$ cat src/rtl/hyperram_rd_capture_ctrl.sv
// HyperRAM read-data capture controller: skips access latency, qualifies DDR
// sample pairs with RWDS, packs them into words, counts the burst, flags timeouts.
module hyperram_rd_capture_ctrl #(
  parameter int DW      = 8,
  parameter int LAT_W   = 5,
  parameter int TIMEOUT = 64
) (
  input  logic            clk,
  input  logic            rst,
  input  logic            start,
  input  logic            abort,
  input  logic [7:0]      burst_len,
  input  logic [LAT_W-1:0] lat_cycles,
  input  logic [DW-1:0]   dq_ris,
  input  logic [DW-1:0]   dq_fal,
  input  logic            rwds_ris,
  input  logic            rwds_fal,
  output logic [2*DW-1:0] rd_data,
  output logic            rd_valid,
  output logic            rd_last,
  output logic            busy,
  output logic            err_timeout
);

  typedef enum logic [1:0] {
    IDLE     = 2'd0,
    WAIT_LAT = 2'd1,
    CAPTURE  = 2'd2
  } state_t;

  localparam logic [7:0]       STALL_LIMIT = 8'(TIMEOUT - 1);
  localparam logic [LAT_W-1:0] LAT_ZERO    = {LAT_W{1'b0}};
  localparam logic [LAT_W-1:0] LAT_ONE     = {{(LAT_W-1){1'b0}}, 1'b1};

  state_t          state_r, state_s;
  logic [8:0]      word_cnt_r, word_cnt_s;
  logic [LAT_W-1:0] lat_cnt_r, lat_cnt_s;
  logic [7:0]      stall_cnt_r, stall_cnt_s;
  logic [2*DW-1:0] rd_data_r, rd_data_s;
  logic            rd_valid_r, rd_valid_s;
  logic            rd_last_r, rd_last_s;
  logic            err_timeout_r, err_timeout_s;
  logic            busy_r;
  logic            strobe_s;

  // Only the rise=1/fall=0 RWDS pattern carries a data pair; anything else stalls.
  assign strobe_s = rwds_ris & ~rwds_fal;

  // Next-state, counter and output-pulse logic.
  always_comb begin
    state_s       = state_r;
    word_cnt_s    = word_cnt_r;
    lat_cnt_s     = lat_cnt_r;
    stall_cnt_s   = stall_cnt_r;
    rd_data_s     = rd_data_r;
    rd_valid_s    = 1'b0;
    rd_last_s     = 1'b0;
    err_timeout_s = 1'b0;
    if (abort) begin
      state_s     = IDLE;
      word_cnt_s  = 9'd0;
      lat_cnt_s   = LAT_ZERO;
      stall_cnt_s = 8'd0;
    end else begin
      case (state_r)
        IDLE: begin
          if (start) begin
            word_cnt_s  = (burst_len == 8'd0) ? 9'd256 : {1'b0, burst_len};
            lat_cnt_s   = lat_cycles;
            stall_cnt_s = 8'd0;
            state_s     = (lat_cycles != LAT_ZERO) ? WAIT_LAT : CAPTURE;
          end else begin
            state_s = IDLE;
          end
        end
        WAIT_LAT: begin
          if (lat_cnt_r == LAT_ONE) begin
            lat_cnt_s = LAT_ZERO;
            state_s   = CAPTURE;
          end else begin
            lat_cnt_s = lat_cnt_r - LAT_ONE;
          end
        end
        CAPTURE: begin
          if (strobe_s) begin
            rd_data_s   = {dq_ris, dq_fal};
            rd_valid_s  = 1'b1;
            stall_cnt_s = 8'd0;
            word_cnt_s  = word_cnt_r - 9'd1;
            if (word_cnt_r == 9'd1) begin
              rd_last_s = 1'b1;
              state_s   = IDLE;
            end else begin
              state_s = CAPTURE;
            end
          end else if (stall_cnt_r == STALL_LIMIT) begin
            // First-word wait and mid-burst pauses share this budget.
            err_timeout_s = 1'b1;
            stall_cnt_s   = 8'd0;
            word_cnt_s    = 9'd0;
            state_s       = IDLE;
          end else begin
            stall_cnt_s = stall_cnt_r + 8'd1;
          end
        end
        default: begin
          state_s     = IDLE;
          word_cnt_s  = 9'd0;
          lat_cnt_s   = LAT_ZERO;
          stall_cnt_s = 8'd0;
        end
      endcase
    end
  end

  // State, counters and registered outputs; busy tracks the state being entered.
  always_ff @(posedge clk) begin
    if (rst) begin
      state_r       <= IDLE;
      word_cnt_r    <= 9'd0;
      lat_cnt_r     <= LAT_ZERO;
      stall_cnt_r   <= 8'd0;
      rd_data_r     <= {(2*DW){1'b0}};
      rd_valid_r    <= 1'b0;
      rd_last_r     <= 1'b0;
      err_timeout_r <= 1'b0;
      busy_r        <= 1'b0;
    end else begin
      state_r       <= state_s;
      word_cnt_r    <= word_cnt_s;
      lat_cnt_r     <= lat_cnt_s;
      stall_cnt_r   <= stall_cnt_s;
      rd_data_r     <= rd_data_s;
      rd_valid_r    <= rd_valid_s;
      rd_last_r     <= rd_last_s;
      err_timeout_r <= err_timeout_s;
      busy_r        <= (state_s != IDLE);
    end
  end

  assign rd_data     = rd_data_r;
  assign rd_valid    = rd_valid_r;
  assign rd_last     = rd_last_r;
  assign busy        = busy_r;
  assign err_timeout = err_timeout_r;

endmodule

$ cat config.mk
export PLATFORM = sky130hd
export DESIGN_NAME = hyperram_rd_capture_ctrl
export DESIGN_NICKNAME = d
export VERILOG_FILES = /design/src/rtl/hyperram_rd_capture_ctrl.sv
export SDC_FILE = /design/constraint.sdc
export NUM_CORES = 1
export LEC_CHECK = 0
export BUFFER_PORTS_ARGS = -buffer_cell sky130_fd_sc_hd__buf_2
export CAP_MARGIN = 0
export CORE_MARGIN = 3
export CORE_UTILIZATION = 53
export CTS_CLUSTER_SIZE = 30
export DETAILED_ROUTE_END_ITERATION = 12
export HOLD_SLACK_MARGIN = 0.1
export PLACE_DENSITY = 0.86
export SLEW_MARGIN = 10
export SYNTH_ARGS = -nofsm -noshare
export SYNTH_HDL_FRONTEND = slang
export SYNTH_SLANG_ARGS = --single-unit
$ cat constraint.sdc
create_clock -name clk -period 1.8 [get_ports clk]
set_input_delay 0.18 -clock clk [delete_from_list [all_inputs] [get_ports clk]]
set_output_delay 0.18 -clock clk [all_outputs]
set_load 0.1 [all_outputs]
; ---- Word level (Yosys, flattened, before mapping)
; Cells that the tools add are included.
[totals]
register_bits = 44
word_cells = 60
out_inout_bits = 20
[classes]
muxes = 23
eq_ne = 7
n_reduce_logical = 12
addsub = 3
bitwise = 6
[ops]
columns = operator, n
row1 = 9-bit 2-to-1 mux, 4
row2 = 9-bit case mux with 3 select lines, 1
row3 = 8-bit 2-to-1 mux, 3
row4 = 8-bit case mux with 3 select lines, 1
row5 = 5-bit case mux with 3 select lines, 1
row6 = 2-bit 2-to-1 mux, 7
row7 = 5-bit 2-to-1 mux, 2
row8 = "9-bit by 1-bit equality test with 1-bit output, second input constant", 1
row9 = "9-bit by 1-bit subtractor with 9-bit output, second input constant", 1
row10 = "8-bit by 1-bit adder with 8-bit output, second input constant", 1
row11 = "8-bit by 6-bit equality test with 1-bit output, second input constant", 1
row12 = 8-bit zero test, 1
row13 = 4-bit OR reduction, 2
row14 = 2-bit case mux with 3 select lines, 1
row15 = 3-bit AND reduction, 2
row16 = "5-bit by 1-bit equality test with 1-bit output, second input constant", 1
row17 = 1-bit inverter, 5
row18 = 5-bit nonzero test, 1
row19 = "5-bit by 1-bit subtractor with 5-bit output, second input constant", 1
row20 = 2-bit AND reduction, 2
row21 = 1-bit 2-to-1 mux, 3
row22 = "3-bit != test, second input constant", 1
row23 = 3-bit OR reduction, 1
row24 = "2-bit by 1-bit equality test with 1-bit output, second input constant", 1
row25 = 6 further kinds, 6

; ---- Longest topological paths before layout
[logic_depth]
depth_word = 6
depth_mapped = 7
mapped_depth_nobuf = 6

; ---- Worst setup path after synthesis
; OpenSTA, ideal clock, no wires.
[synth_timing]
path_type = register to register
from = register stall_cnt_r[0]
to = register word_cnt_r[4]
setup_slack_ns = 0.217
path_stages_with_launch = 7
arrival_ns = 1.504
path_buffers = 1
path_cell_list = dfxtp_1 > ha_1 > and4_4 > nand3_4 > a2111o_1 > buf_6 > o221ai_2
[synth_via]
elab_chain_cells = 3
[synth_rtl]
columns = item, line
row1 = "start, declared", 38  ; logic [7:0] stall_cnt_r, stall_cnt_s;
row2 = "start signal, assigned", 132  ; stall_cnt_r <= stall_cnt_s;
row3 = 8-bit by 6-bit equality test with 1-bit output, 96  ; end else if (stall_cnt_r == STALL_LIMIT) begin
row4 = 3-bit != test (no line), n/a
row5 = 3-bit AND reduction (no line), n/a
row6 = "end signal, assigned", 130  ; word_cnt_r <= word_cnt_s;
row7 = "end, declared", 36  ; logic [8:0] word_cnt_r, word_cnt_s;
; No other way between the ends.
; A chain may end at the register's enable or synchronous reset.

; ---- Worst setup path after layout
[layout_timing]
from = register stall_cnt_r[0]
to = register word_cnt_r[6]
; Same word-level chain as after synthesis.

==> PnR_summary.wiki <==
{| class="wikitable"
! Metric !! Value
|-
| Vias in the first global route || 1949
|-
| Worst slew pin tran || 0.493 ns
|-
| Net Switching || 0.498 mW
|-
| Cell Count, Final, Fillers Out || 369
|-
| Quantity of I/O buffers inserted on ports || 54
|-
| Maximum fanout along the worst path || 5
|-
| Ordered cell list for the critical path || ha_2 -> and4_4 -> nand3_4 -> a2111o_2 -> o221ai_2
|-
| Clock transition time at the flip-flop clock pins of the worst setup and hold paths || 0.09 ns
|-
| Cell depth of the worst flop-to-flop path || 5
|-
| Maximum vdd ir drop || 0.000377 V
|-
| Yosys warns || 0
|-
| Growth of design area from synthesis to finish || 22.3%
|-
| Overall power after layout || 2.01 mW
|-
| DRC violation total after the first TritonRoute iteration || 149
|-
| HP Start || dq_fal[0]
|-
| Layout Skew || 0.00911 ns
|-
| CTS max path bufs || 2
|-
| Worst Setup End Kind || register
|-
| Core area || 3850 µm²
|-
| Total instance count after detailed placement || 360
|-
| Post-Synthesis Cells || 257
|-
| Cell variety after synth || 56
|-
| Worst relative slew slack || 67.4%
|-
| Later-pin clock latency in the skew report || 0.30 ns
|-
| DR vias || 2140
|-
| Path type of the worst min-delay path || input port to register
|-
| Metal-1 WL || 2270 µm
|-
| Ratio of cells with drive above 1 in the final layout || 31.8%
|-
| Number of antenna violations at the first check in global routing || 0
|-
| Uppermost layer routed || met4
|-
| Detailed route wirelength on metal2 || 2530 µm
|-
| Ratio of final minimum period to clock period || 96.9%
|-
| TNS Setup || 0 ns
|-
| Critical path data arrival time || 1.96 ns
|-
| Wire length per cell || 14.5 µm
|-
| Seq cells post-synth || 44
|-
| Setup crit start kind || register
|-
| Gpl congestion || 0.872
|-
| Power density over the cells || 739 nW/µm²
|-
| Layout net count || 360
|-
| Final slew viol count || 0
|-
| Number of sinks driven by the clock tree || 44
|-
| Worst path required time || 2.02 ns
|-
| Initial cell density of the core || 57.7%
|-
| Clock tree root buffer cell || sky130_fd_sc_hd__clkbuf_8
|-
| Share of the yosys chip area belonging to registers || 39.6%
|-
| DIE HEIGHT || 70.8 µm
|-
| Global route total overflow || 0
|-
| Fmax || 573 MHz
|-
| Setup repair after global routing missed its margin || false
|-
| Final Critical Period || 1.74 ns
|-
| Number of optimization iterations in the first detailed-route pass || 5
|-
| Number of top-level pins || 55
|-
| Total wire length after detailed routing || 5360 µm
|-
| Combinational power share || 11.6%
|-
| Cell with the biggest individual delay on the critical path || sky130_fd_sc_hd__a2111o_2
|-
| Number of failing hold endpoints at the final stage || 0
|-
| TritonCTS clock tree || yes
|-
| Total Routing Usage GR || 21.3%
|-
| DIE WIDTH || 70.8 µm
|-
| Clock share of power || 38.3%
|-
| Origin of the worst setup path || stall_cnt_r[0]$_SDFFE_PP0P_
|-
| Mean area per synthesized cell || 8.65 µm²
|-
| Max incr delay on CP || 0.59 ns
|-
| Row cnt || 22
|-
| Switching part of the total power || 24.8%
|-
| Number of buffers inserted during clock tree synthesis || 5
|-
| Detailed-routed wire length on met3 || 486 µm
|-
| Seq pwr share || 50.1%
|-
| Kind of critical path || register to register
|-
| R2r startpoint || stall_cnt_r[0]$_SDFFE_PP0P_
|-
| Diodes inserted || 0
|-
| HPWL after detailed placement || 3950 µm
|-
| Outcome || finished, final reports clean
|-
| Capture instance of the worst register-to-register path || word_cnt_r[6]$_SDFFE_PP0P_
|-
| Synthesized cell area || 2220 µm²
|-
| Synthesized Nets || 297
|-
| Number of nets with antenna violations after routing || 0
|-
| Number of cells traversed by the worst hold path || 3
|-
| Total number of H-tree levels || 2
|-
| Internal Pwr Total || 1.51 mW
|-
| Total setup violations reported at the end of the flow || 0
|-
| Vias per inst || 5.80
|-
| Largest net degree at the start of global routing || 18
|-
| Die ar. || 5010 µm²
|-
| Hold Path Sink || rd_data[0]$_SDFFE_PP0P_
|-
| Number of maximum-capacitance constraint violations || 0
|-
| First-pass GRT wire length || 8720 µm
|-
| Leakage component of the power || 1.05 nW
|-
| DRC viols || 0
|-
| Worst reg-to-reg setup slack || 0.06 ns
|}
timing repair:
action	in CTS	in global routing
gates cloned	0	1
pin swaps	0	1
setup endpoints to repair	3	6
resized for setup	1	4
buffers inserted	0	0
hold buffers	0	0
synth_stat cells, drive strengths merged:
cell type   n  area (µm²)
a2111o      1        11.3
a211oi      5        37.5
a21oi      23         123
a221oi      1        8.76
a22oi       3        22.5
a2bb2oi     2        17.5
a311oi      1        8.76
a31oi       3        25.0
a32o        1        10.0
a32oi       2        17.5
and3        1        6.26
and4        1        11.3
and4bb      1        12.5
buf        11        78.8
clkbuf      4        15.0
dfxtp      44         881
ha          5        62.6
inv        12        45.0
mux2i       2        20.0
nand2      43         161
nand2b      2        12.5
nand3       5        37.5
nand4       1        6.26
nand4bb     1        11.3
nor2       22        85.1
nor2b       4        25.0
nor3       10        60.1
nor3b       1        7.51
nor4        3        33.8
nor4b       2        23.8
o2111ai     2        17.5
o211ai      1        7.51
o21ai      10        50.1
o221ai      5        75.1
o22a        1        8.76
o22ai       5        50.1
o2bb2a      1        10.0
o31a        1        8.76
o31ai       1        7.51
o32a        2        20.0
or2         1        6.26
or3         1        6.26
or4         1        7.51
xnor2       2        17.5
xor2        6        52.6
worst max path at each step:
stage	to	slack, ns	cells after the start
after floorplan	word_cnt_r[4]$_SDFFE_PP0P_	0.22	6
after global placement	word_cnt_r[6]$_SDFFE_PP0P_	0.08	5
after detailed placement	word_cnt_r[6]$_SDFFE_PP0P_	0.01	5
after CTS	word_cnt_r[0]$_SDFFE_PP0P_	0.05	5
after global routing	word_cnt_r[5]$_SDFFE_PP0P_	0.006	5
final	word_cnt_r[6]$_SDFFE_PP0P_	0.06	5
cell type report:
class	instances	area, µm²
clock buffer	5	68.8
clock inverter	3	46.3
fill	338	1130
inverter	12	45.0
multi-input combinational	187	1220
sequential	44	883
tap	48	60.1
timing repair buffer	70	390
registers in the layout, indices dropped and copies added, names as in the netlist:
register and count:
rd_data 16, lat_cnt_r 5, word_cnt_r 9, err_timeout 1
rd_last 1, busy 1, stall_cnt_r 8, rd_valid 1
state_r 2
per-stage QoR:
| stage | instance area [µm²] | hold slack [ns] | util (%) | setup slack, ns |
|---|---|---|---|---|
| 2_1_floorplan | 2220 | 0.313 | - | 0.217 |
| 3_3_place_gp | 2580 | 0.421 | 66.9 | 0.0777 |
| 3_5_place_dp | 2580 | 0.425 | 66.9 | 0.0141 |
| 4_1_cts | 2700 | 0.106 | 70.0 | 0.0539 |
| 5_1_grt | 2720 | 0.110 | 70.6 | 0.00573 |
| 6_report | 2720 | 0.112 | 70.6 | 0.0560 |
kinds of logic after synthesis:
kind of cell / synth area share [%]
compound gates: 24.1
xor+xnor: 3.15
fa+ha+maj: 2.81
buf+inv: 6.25
flops: 39.6
mux: 0.900
simple gates: 23.1
power groups by stage:
| stage | registers [mW] | logic [mW] | clock network [mW] |
|---|---|---|---|
| final | 1.01 | 0.233 | 0.768 |
| after floorplan | 1.03 | 0.140 | 0 |
| after global placement | 1.03 | 0.220 | 0 |
| after CTS | 1.01 | 0.226 | 0.779 |
| after detailed placement | 1.03 | 0.225 | 0 |
| after global routing | 1.01 | 0.256 | 0.825 |
routing by layer:
layer	up-vias	global-route usage (%)
li1	1051	-
met3	10	3.69
met1	981	28.4
met2	98	35.3
met4	0	6.47
met5	-	0
worst max-delay path, delay by kind of cell, from the launching register on:
family / cells / cell delay [ns]
simple gates: 2 / 0.33
flops: 1 / 0.37
compound gates: 2 / 0.77
fa+ha+maj: 1 / 0.19
layout by cell type, fill, tap and decap left out, drive strengths merged, types with 6 or more instances in the layout:
| master | count |
|---|---|
| inv | 13 |
| a21oi | 23 |
| dfxtp | 44 |
| buf | 70 |
| nor2 | 22 |
| nor3 | 10 |
| o21ai | 10 |
| xor2 | 6 |
| nand2 | 43 |
Power figures use the tool's default switching activity.
